--- src/rtl/reorder_buffer_pkg.sv ---
// Shared widths, constants, entry layout and operand-lookup helper for the reorder buffer.
// Optional second write-back port: define ROB_DUAL_CDB_EN.
package reorder_buffer_pkg;

  localparam int ROB_SIZE      = 16;
  localparam int ROB_TAG_WIDTH = $clog2(ROB_SIZE);
  localparam int REG_TAG_WIDTH = 5;
  localparam int DATA_WIDTH    = 32;

  typedef logic [ROB_TAG_WIDTH-1:0] rob_tag_t;
  typedef logic [REG_TAG_WIDTH-1:0] reg_tag_t;
  typedef logic [DATA_WIDTH-1:0]    data_t;

  localparam rob_tag_t ZERO_TAG_ROB  = '0;
  localparam rob_tag_t FIRST_TAG_ROB = rob_tag_t'(1);
  localparam rob_tag_t LAST_TAG_ROB  = rob_tag_t'(ROB_SIZE - 1);
  localparam reg_tag_t ZERO_TAG_REG  = '0;
  localparam data_t    ZERO_DATA     = '0;
  localparam logic     TRUE          = 1'b1;
  localparam logic     FALSE         = 1'b0;

  typedef struct packed {
    logic     valid;
    logic     ready;
    logic     is_branch;
    logic     pred_taken;
    logic     taken;
    reg_tag_t dest;
    data_t    value;
    data_t    target;
  } rob_entry_t;

  typedef struct packed {
    logic  ready;
    data_t value;
  } query_t;

  // Write-back bypass outranks the stored slot; the ALU port outranks the LSB port.
  function automatic query_t rob_lookup(input rob_tag_t tag, input rob_entry_t slot,
                                        input logic alu_hit, input data_t alu_value,
                                        input logic lsb_hit, input data_t lsb_value);
    query_t r;
    r.ready = FALSE;
    r.value = ZERO_DATA;
    if (tag != ZERO_TAG_ROB) begin
      if (slot.ready) begin
        r.ready = TRUE;
        r.value = slot.value;
      end
      if (lsb_hit) begin
        r.ready = TRUE;
        r.value = lsb_value;
      end
      if (alu_hit) begin
        r.ready = TRUE;
        r.value = alu_value;
      end
    end
    return r;
  endfunction

endpackage

--- src/rtl/reorder_buffer_if.sv ---
// Decode, query, write-back and commit signals of the reorder buffer.
// ROB_DUAL_CDB_EN adds the load/store write-back port.
interface reorder_buffer_if;
  import reorder_buffer_pkg::*;

  logic     in_decode_ce;
  reg_tag_t in_decode_dest_reg;
  logic     in_decode_is_branch;
  logic     in_decode_pred_taken;
  rob_tag_t out_decode_rob_tag;
  logic     out_full;

  rob_tag_t in_decode_query_tag1;
  rob_tag_t in_decode_query_tag2;
  logic     out_decode_query_ready1;
  logic     out_decode_query_ready2;
  data_t    out_decode_query_value1;
  data_t    out_decode_query_value2;

  logic     in_cdb_valid;
  rob_tag_t in_cdb_tag;
  data_t    in_cdb_value;
  logic     in_cdb_taken;
  data_t    in_cdb_target;
`ifdef ROB_DUAL_CDB_EN
  logic     in_lsb_cdb_valid;
  rob_tag_t in_lsb_cdb_tag;
  data_t    in_lsb_cdb_value;
`endif

  reg_tag_t out_reg_commit_reg;
  rob_tag_t out_reg_commit_rob;
  data_t    out_reg_commit_value;
  logic     out_misbranch;
  data_t    out_fetcher_pc;

  // Handshake: no ready/valid backpressure; in_decode_ce is honoured only while
  // out_full is low, and commit/misbranch outputs are single-cycle pulses.
  modport slave (
`ifdef ROB_DUAL_CDB_EN
    input  in_lsb_cdb_valid, in_lsb_cdb_tag, in_lsb_cdb_value,
`endif
    input  in_decode_ce, in_decode_dest_reg, in_decode_is_branch, in_decode_pred_taken,
    input  in_decode_query_tag1, in_decode_query_tag2,
    input  in_cdb_valid, in_cdb_tag, in_cdb_value, in_cdb_taken, in_cdb_target,
    output out_decode_rob_tag, out_full,
    output out_decode_query_ready1, out_decode_query_ready2,
    output out_decode_query_value1, out_decode_query_value2,
    output out_reg_commit_reg, out_reg_commit_rob, out_reg_commit_value,
    output out_misbranch, out_fetcher_pc
  );

  modport master (
`ifdef ROB_DUAL_CDB_EN
    output in_lsb_cdb_valid, in_lsb_cdb_tag, in_lsb_cdb_value,
`endif
    output in_decode_ce, in_decode_dest_reg, in_decode_is_branch, in_decode_pred_taken,
    output in_decode_query_tag1, in_decode_query_tag2,
    output in_cdb_valid, in_cdb_tag, in_cdb_value, in_cdb_taken, in_cdb_target,
    input  out_decode_rob_tag, out_full,
    input  out_decode_query_ready1, out_decode_query_ready2,
    input  out_decode_query_value1, out_decode_query_value2,
    input  out_reg_commit_reg, out_reg_commit_rob, out_reg_commit_value,
    input  out_misbranch, out_fetcher_pc
  );

endinterface

--- src/rtl/reorder_buffer_rob_ptr_wrap.sv ---
// Circular ROB pointer increment: 1 -> 2 -> ... -> ROB_SIZE-1 -> 1, slot 0 never used.
module reorder_buffer_rob_ptr_wrap
  import reorder_buffer_pkg::*;
(
  input  rob_tag_t ptr_i,
  output rob_tag_t ptr_nxt_o
);

  assign ptr_nxt_o = (ptr_i == LAST_TAG_ROB) ? FIRST_TAG_ROB : ptr_i + FIRST_TAG_ROB;

endmodule

--- src/rtl/reorder_buffer.sv ---
// In-order retirement buffer: tag allocation, CDB capture, operand lookup, commit and mispredict flush.
// ROB_DUAL_CDB_EN enables the load/store write-back port (ALU port wins on equal tags).
module reorder_buffer
  import reorder_buffer_pkg::*;
(
  input  logic             clk,
  input  logic             rst,
  input  logic             rdy,
  reorder_buffer_if.slave  rob
);

  rob_entry_t entries_q [ROB_SIZE];
  rob_entry_t entries_d [ROB_SIZE];
  rob_tag_t   head_q, head_d, tail_q, tail_d, count_q, count_d;
  rob_tag_t   head_nxt, tail_nxt;

  reg_tag_t   commit_reg_q, commit_reg_d;
  rob_tag_t   commit_rob_q, commit_rob_d;
  data_t      commit_value_q, commit_value_d;
  logic       misbranch_q, misbranch_d;
  data_t      fetcher_pc_q, fetcher_pc_d;

  rob_entry_t head_ent;
  logic       full, alloc, commit, mispredict;
  logic       alu_hit1, alu_hit2, lsb_hit1, lsb_hit2;
  data_t      lsb_value;
  query_t     q1, q2;

  reorder_buffer_rob_ptr_wrap u_head_wrap (.ptr_i(head_q), .ptr_nxt_o(head_nxt));
  reorder_buffer_rob_ptr_wrap u_tail_wrap (.ptr_i(tail_q), .ptr_nxt_o(tail_nxt));

  assign head_ent   = entries_q[head_q];
  assign full       = (count_q == LAST_TAG_ROB);
  assign alloc      = rdy && rob.in_decode_ce && !full;
  // Uses the registered ready bit, so a same-cycle CDB write to head retires one cycle later.
  assign commit     = rdy && head_ent.valid && head_ent.ready;
  assign mispredict = commit && head_ent.is_branch && (head_ent.taken != head_ent.pred_taken);

  assign alu_hit1 = rob.in_cdb_valid && (rob.in_cdb_tag == rob.in_decode_query_tag1);
  assign alu_hit2 = rob.in_cdb_valid && (rob.in_cdb_tag == rob.in_decode_query_tag2);
`ifdef ROB_DUAL_CDB_EN
  assign lsb_hit1  = rob.in_lsb_cdb_valid && (rob.in_lsb_cdb_tag == rob.in_decode_query_tag1);
  assign lsb_hit2  = rob.in_lsb_cdb_valid && (rob.in_lsb_cdb_tag == rob.in_decode_query_tag2);
  assign lsb_value = rob.in_lsb_cdb_value;
`else
  assign lsb_hit1  = FALSE;
  assign lsb_hit2  = FALSE;
  assign lsb_value = ZERO_DATA;
`endif

  assign q1 = rob_lookup(rob.in_decode_query_tag1, entries_q[rob.in_decode_query_tag1],
                         alu_hit1, rob.in_cdb_value, lsb_hit1, lsb_value);
  assign q2 = rob_lookup(rob.in_decode_query_tag2, entries_q[rob.in_decode_query_tag2],
                         alu_hit2, rob.in_cdb_value, lsb_hit2, lsb_value);

  assign rob.out_decode_query_ready1 = q1.ready;
  assign rob.out_decode_query_value1 = q1.value;
  assign rob.out_decode_query_ready2 = q2.ready;
  assign rob.out_decode_query_value2 = q2.value;
  assign rob.out_decode_rob_tag      = tail_q;
  assign rob.out_full                = full;
  assign rob.out_reg_commit_reg      = commit_reg_q;
  assign rob.out_reg_commit_rob      = commit_rob_q;
  assign rob.out_reg_commit_value    = commit_value_q;
  assign rob.out_misbranch           = misbranch_q;
  assign rob.out_fetcher_pc          = fetcher_pc_q;

  always_comb begin
    entries_d      = entries_q;
    head_d         = head_q;
    tail_d         = tail_q;
    count_d        = count_q;
    commit_reg_d   = ZERO_TAG_REG;
    commit_rob_d   = ZERO_TAG_ROB;
    commit_value_d = ZERO_DATA;
    misbranch_d    = FALSE;
    fetcher_pc_d   = ZERO_DATA;

`ifdef ROB_DUAL_CDB_EN
    if (rdy && rob.in_lsb_cdb_valid && entries_q[rob.in_lsb_cdb_tag].valid) begin
      entries_d[rob.in_lsb_cdb_tag].ready = TRUE;
      entries_d[rob.in_lsb_cdb_tag].value = rob.in_lsb_cdb_value;
    end
`endif
    if (rdy && rob.in_cdb_valid && entries_q[rob.in_cdb_tag].valid) begin
      entries_d[rob.in_cdb_tag].ready  = TRUE;
      entries_d[rob.in_cdb_tag].value  = rob.in_cdb_value;
      entries_d[rob.in_cdb_tag].taken  = rob.in_cdb_taken;
      entries_d[rob.in_cdb_tag].target = rob.in_cdb_target;
    end

    if (alloc) begin
      entries_d[tail_q].valid      = TRUE;
      entries_d[tail_q].ready      = FALSE;
      entries_d[tail_q].is_branch  = rob.in_decode_is_branch;
      entries_d[tail_q].pred_taken = rob.in_decode_pred_taken;
      entries_d[tail_q].taken      = FALSE;
      entries_d[tail_q].dest       = rob.in_decode_dest_reg;
      entries_d[tail_q].value      = ZERO_DATA;
      entries_d[tail_q].target     = ZERO_DATA;
      tail_d                       = tail_nxt;
    end

    if (commit) begin
      commit_reg_d            = head_ent.is_branch ? ZERO_TAG_REG : head_ent.dest;
      commit_rob_d            = head_q;
      commit_value_d          = head_ent.value;
      entries_d[head_q].valid = FALSE;
      entries_d[head_q].ready = FALSE;
      head_d                  = head_nxt;
    end

    case ({alloc, commit})
      2'b10:   count_d = count_q + FIRST_TAG_ROB;
      2'b01:   count_d = count_q - FIRST_TAG_ROB;
      default: count_d = count_q;
    endcase

    // A mispredict squashes every younger entry, including one allocated this cycle.
    if (mispredict) begin
      misbranch_d  = TRUE;
      fetcher_pc_d = head_ent.target;
      for (int i = 0; i < ROB_SIZE; i++) begin
        entries_d[i].valid = FALSE;
        entries_d[i].ready = FALSE;
      end
      head_d  = FIRST_TAG_ROB;
      tail_d  = FIRST_TAG_ROB;
      count_d = ZERO_TAG_ROB;
    end
  end

  always_ff @(posedge clk or negedge rst) begin
    if (!rst) begin
      for (int i = 0; i < ROB_SIZE; i++) entries_q[i] <= '0;
      head_q         <= FIRST_TAG_ROB;
      tail_q         <= FIRST_TAG_ROB;
      count_q        <= ZERO_TAG_ROB;
      commit_reg_q   <= ZERO_TAG_REG;
      commit_rob_q   <= ZERO_TAG_ROB;
      commit_value_q <= ZERO_DATA;
      misbranch_q    <= FALSE;
      fetcher_pc_q   <= ZERO_DATA;
    end else begin
      for (int i = 0; i < ROB_SIZE; i++) entries_q[i] <= entries_d[i];
      head_q         <= head_d;
      tail_q         <= tail_d;
      count_q        <= count_d;
      commit_reg_q   <= commit_reg_d;
      commit_rob_q   <= commit_rob_d;
      commit_value_q <= commit_value_d;
      misbranch_q    <= misbranch_d;
      fetcher_pc_q   <= fetcher_pc_d;
    end
  end

endmodule
--- src/flat_wrapper.sv ---
// flat-port wrapper written by rule: the top's interface ports become plain ports
module reorder_buffer_flat import reorder_buffer_pkg::*;
  (clk, rst, rdy, rob_in_decode_ce, rob_in_decode_dest_reg, rob_in_decode_is_branch, rob_in_decode_pred_taken, rob_in_decode_query_tag1, rob_in_decode_query_tag2, rob_in_cdb_valid, rob_in_cdb_tag, rob_in_cdb_value, rob_in_cdb_taken, rob_in_cdb_target, rob_out_decode_rob_tag, rob_out_full, rob_out_decode_query_ready1, rob_out_decode_query_ready2, rob_out_decode_query_value1, rob_out_decode_query_value2, rob_out_reg_commit_reg, rob_out_reg_commit_rob, rob_out_reg_commit_value, rob_out_misbranch, rob_out_fetcher_pc);
  reorder_buffer_if rob_i ();
  input  logic clk;
  input  logic rst;
  input  logic rdy;
  input wire logic [$bits(rob_i.in_decode_ce)-1:0] rob_in_decode_ce;
  input wire logic [$bits(rob_i.in_decode_dest_reg)-1:0] rob_in_decode_dest_reg;
  input wire logic [$bits(rob_i.in_decode_is_branch)-1:0] rob_in_decode_is_branch;
  input wire logic [$bits(rob_i.in_decode_pred_taken)-1:0] rob_in_decode_pred_taken;
  input wire logic [$bits(rob_i.in_decode_query_tag1)-1:0] rob_in_decode_query_tag1;
  input wire logic [$bits(rob_i.in_decode_query_tag2)-1:0] rob_in_decode_query_tag2;
  input wire logic [$bits(rob_i.in_cdb_valid)-1:0] rob_in_cdb_valid;
  input wire logic [$bits(rob_i.in_cdb_tag)-1:0] rob_in_cdb_tag;
  input wire logic [$bits(rob_i.in_cdb_value)-1:0] rob_in_cdb_value;
  input wire logic [$bits(rob_i.in_cdb_taken)-1:0] rob_in_cdb_taken;
  input wire logic [$bits(rob_i.in_cdb_target)-1:0] rob_in_cdb_target;
  output wire logic [$bits(rob_i.out_decode_rob_tag)-1:0] rob_out_decode_rob_tag;
  output wire logic [$bits(rob_i.out_full)-1:0] rob_out_full;
  output wire logic [$bits(rob_i.out_decode_query_ready1)-1:0] rob_out_decode_query_ready1;
  output wire logic [$bits(rob_i.out_decode_query_ready2)-1:0] rob_out_decode_query_ready2;
  output wire logic [$bits(rob_i.out_decode_query_value1)-1:0] rob_out_decode_query_value1;
  output wire logic [$bits(rob_i.out_decode_query_value2)-1:0] rob_out_decode_query_value2;
  output wire logic [$bits(rob_i.out_reg_commit_reg)-1:0] rob_out_reg_commit_reg;
  output wire logic [$bits(rob_i.out_reg_commit_rob)-1:0] rob_out_reg_commit_rob;
  output wire logic [$bits(rob_i.out_reg_commit_value)-1:0] rob_out_reg_commit_value;
  output wire logic [$bits(rob_i.out_misbranch)-1:0] rob_out_misbranch;
  output wire logic [$bits(rob_i.out_fetcher_pc)-1:0] rob_out_fetcher_pc;
  assign rob_i.in_decode_ce = rob_in_decode_ce;
  assign rob_i.in_decode_dest_reg = rob_in_decode_dest_reg;
  assign rob_i.in_decode_is_branch = rob_in_decode_is_branch;
  assign rob_i.in_decode_pred_taken = rob_in_decode_pred_taken;
  assign rob_i.in_decode_query_tag1 = rob_in_decode_query_tag1;
  assign rob_i.in_decode_query_tag2 = rob_in_decode_query_tag2;
  assign rob_i.in_cdb_valid = rob_in_cdb_valid;
  assign rob_i.in_cdb_tag = rob_in_cdb_tag;
  assign rob_i.in_cdb_value = rob_in_cdb_value;
  assign rob_i.in_cdb_taken = rob_in_cdb_taken;
  assign rob_i.in_cdb_target = rob_in_cdb_target;
  assign rob_out_decode_rob_tag = rob_i.out_decode_rob_tag;
  assign rob_out_full = rob_i.out_full;
  assign rob_out_decode_query_ready1 = rob_i.out_decode_query_ready1;
  assign rob_out_decode_query_ready2 = rob_i.out_decode_query_ready2;
  assign rob_out_decode_query_value1 = rob_i.out_decode_query_value1;
  assign rob_out_decode_query_value2 = rob_i.out_decode_query_value2;
  assign rob_out_reg_commit_reg = rob_i.out_reg_commit_reg;
  assign rob_out_reg_commit_rob = rob_i.out_reg_commit_rob;
  assign rob_out_reg_commit_value = rob_i.out_reg_commit_value;
  assign rob_out_misbranch = rob_i.out_misbranch;
  assign rob_out_fetcher_pc = rob_i.out_fetcher_pc;
  reorder_buffer u_core (.clk(clk), .rst(rst), .rdy(rdy), .rob(rob_i));
endmodule
--- config.mk ---
export PLATFORM = sky130hd
export DESIGN_NAME = reorder_buffer_flat
export DESIGN_NICKNAME = d
export VERILOG_FILES = /design/src/rtl/reorder_buffer_pkg.sv /design/src/rtl/reorder_buffer_if.sv /design/src/rtl/reorder_buffer_rob_ptr_wrap.sv /design/src/rtl/reorder_buffer.sv /design/src/flat_wrapper.sv
export SDC_FILE = /design/constraint.sdc
export NUM_CORES = 2
export LEC_CHECK = 0
export BUFFER_PORTS_ARGS = -buffer_cell sky130_fd_sc_hd__buf_2
export CORE_MARGIN = 1.5
export CORE_UTILIZATION = 57
export DETAILED_ROUTE_END_ITERATION = 12
export MAX_ROUTING_LAYER = met4
export PLACE_DENSITY = 0.75
export SKIP_LAST_GASP = 1
export SLEW_MARGIN = 20
export SYNTH_ARGS = -nofsm -noshare
export SYNTH_HDL_FRONTEND = slang
export SYNTH_HIERARCHICAL = 1
export SYNTH_SLANG_ARGS = --single-unit
--- constraint.sdc ---
create_clock -name clk -period 3.4 [get_ports clk]
set_clock_uncertainty 0.15 [all_clocks]
set_input_delay 0.34 -clock clk [delete_from_list [all_inputs] [get_ports clk]]
set_output_delay 0.34 -clock clk [all_outputs]
set_load 0.03 [all_outputs]
==> impl_metrics.tcl <==
set metrics [dict create \
    vias 57900 \
    dp_hpwl_um 141000 \
    cap_violations 0 \
    worstHoldPathType "input port to register" \
    yosys_warnings 6 \
    p_leak_nw 32.3 \
    nets 6534 \
    final_cell_mix "nand2_1 (2237), dfrtp_1 (1265), a21oi_1 (1101)" \
    htreeDepth 4 \
    failed_checks "setup timing" \
    die_x_um 347 \
    placed_cell_area_mm2 0.0713 \
    timing.hold.ws_ns 0.0469 \
    wirelength_um 255000 \
    grt_max_degree 127 \
    dp.cells 7751 \
    drtIter0Drc 8667 \
    num_rows 126 \
    yosys_register_bits 1270 \
    finalHoldViolCount 0 \
    grt_pass1_wl_um 376000 \
    rsz0062_at_grt "yes" \
    grt.total_usage 0.437 \
    fin_cells 8099 \
    clkSlewWorstSetupHoldPaths_ns 0.06 \
    drtPass1Iterations 9 \
    cp.arrival_ns 2.97 \
    ys_seq_area_frac 0.471 \
    reg2reg_slack_ns 0.10 \
    die_h_um 347 \
    cts_root_buffer "clkbuf_16" \
    power_mw 48.7 \
    yosysTopAreaCellShare 0.470 \
    final_area_mm2 0.0773 \
    synth_enable_flop_cells 0 \
    io_pins 234 \
    core-area_mm2 0.118 \
    cts_tree "done" \
    netlist_top_cells_area "dfrtp_1 (47%), mux4_2 (23%), nand2_1 (12%), a21oi_1 (8.3%), clkbuf_1 (2.7%)" \
    powerDensity_mw_per_mm2 630 \
    fin_crit_sh 1.02 \
    cts_inserted_buffers 136 \
    tightestPinTransition_ns 1.16 \
    synth_cell_type_count 52 \
    largest_register_ff_count 1072 \
    drc 0 \
    worstReg2RegEnd "u_core/count_q[3]" \
    clkSinkCount 1270 \
    relSlewSlack 0.227 \
    synthArstFlopShare 1.00 \
    r2r_start "u_core/head_q[0]" \
    gp_congestion 0.940 \
    r2r_cells 13 \
    holdPathEnd "u_core/rob.out_decode_rob_tag[1]" \
    insertion_delay_ns 0.78 \
    start_util 0.573 \
    cp-end-kind "output pin" \
    synth_area_mm2 0.0675 \
    maxSlewViolCount 0 \
    crit_fanout 8 \
    max-clock-path-buffers 3 \
    port_buffers 233 \
    whs_path_depth 4 \
    grt_pass1_vias 59000 \
    antenna_left 0 \
    crit_required_ns 2.91 \
    drive_above_1_share 0.246 \
    syn_inst 6446 \
    fmax_mhz 289 \
    antenna_found_initial 14 \
    critical_path_class "register to output pin" \
    overflow 0 \
    final_common_cell "nand2_1" \
    syn-mean-instance-area_um2 10.5 \
    yosysTopAreaCell "dfrtp_1" \
    routedWlPerCell_um 31.4 \
    via_per_inst 7.15 \
    area_growth_pct 14.4 \
    yosys_most_used_dff "dfrtp_1" \
    setup_violations 28 \
    setup_ws_ns -0.0576 \
    min_period_ns 3.46 \
    holdCritStartpoint "rdy" \
    max-vdd-ir-drop_uv 626 \
    synthesis.nets 6539 \
    crit_path_start_kind "register" \
    die_area_mm2 0.121 \
    status "finished, violations left" \
    fill_cells 8428 \
    top_register "u_core/entries_q" \
]
-- power by group --
part	internal [mW]	switching, mW
clock network	9.18	6.52
logic	6.36	6.84
registers	17.7	2.07
total	33.3	15.4
-- cell families after synthesis --
logic type / share of synthesized area
AOI/OAI and AO/OA: 0.0856
xor gates and xnor gates: 0.00169
adders and majority gates: 0.000741
buffers and inverters: 0.0419
DFF: 0.471
muxes: 0.251
and+or+nand+nor: 0.148
-- metal layers --
metal	track usage	routed length, µm	vias to the layer above
met3	0.154	41000	1804
met1	0.513	79100	28200
met5	-	0	-
met4	0.307	23300	0
met2	0.629	111000	5376
li1	-	-	22500
-- timing repair --
item                                     CTS  global route
buffers inserted                          10             3
pin swaps                                  1             8
hold buffers                              76             0
endpoints found under the setup margin   104            83
hold endpoints to repair                1963             0
gates cloned                               2             0
gates resized for setup                   60            27
-- cell usage after synthesis, drive strengths merged, types with 2 or more instances --
library cell,count
a21oi,1114
ha,4
nor2,48
clkbuf,484
a22o,2
a31oi,2
mux4,696
a311o,3
and4b,2
nor2b,11
inv,8
buf,214
or3,3
nor3,33
dfrtp,1268
o21ai,7
or2,3
dfstp,2
mux2,114
nor3b,2
mux2i,2
nand4,5
and4,4
and3,47
and2b,2
nand2b,8
nor4,25
nand3b,3
and2,35
a221oi,2
o221a,4
xnor2,4
nand3,23
xor2,9
nand2,2244
-- critical path, stage by stage, from the launching register on --
cell and delay (ns):
dfrtp_1 0.41, mux4_2 0.51, mux4_2 0.51, o21ai_4 0.17
buf_12 0.18, a21oi_1 0.16, buf_4 0.25
-- per-stage QoR --
| step | setup TNS (ns) | util | worst slack (ns) |
|---|---|---|---|
| floorplan | 0 | - | 0.00613 |
| global placement | -3.70 | 0.606 | -0.120 |
| detailed placement | -5.89 | 0.606 | -0.177 |
| CTS | -2.47 | 0.655 | -0.126 |
| global route | -1.99 | 0.656 | -0.0947 |
| finish | -0.537 | 0.656 | -0.0576 |
-- area by class of cell --
cell class	count	area, µm²	area share
antenna	15	37.5	0.000486
tap	1536	1920	0.0249
inverter	8	32.5	0.000421
multi-input combinational	4470	33400	0.433
sequential	1270	31800	0.412
timing repair buffer	555	5340	0.0692
clock inverter	57	694	0.00899
clock buffer	188	4000	0.0517
-- worst max-delay path by stage --
stage	endpoint	start	slack (ns)
after global routing	rob_out_decode_query_value1[0]	u_core/entries_q[72]	-0.09
after CTS	rob_out_decode_query_value1[22]	u_core/entries_q[368]	-0.13
after detailed placement	u_core/rob.out_fetcher_pc[26]	u_core/head_q[0]	-0.18
after global placement	u_core/rob.out_fetcher_pc[16]	u_core/head_q[0]	-0.12
after floorplan	u_core/count_q[3]	u_core/head_q[0]	0.006
final	rob_out_decode_query_value1[0]	u_core/entries_q[664]	-0.06
No activity file was read; power rests on OpenSTA's default activity.
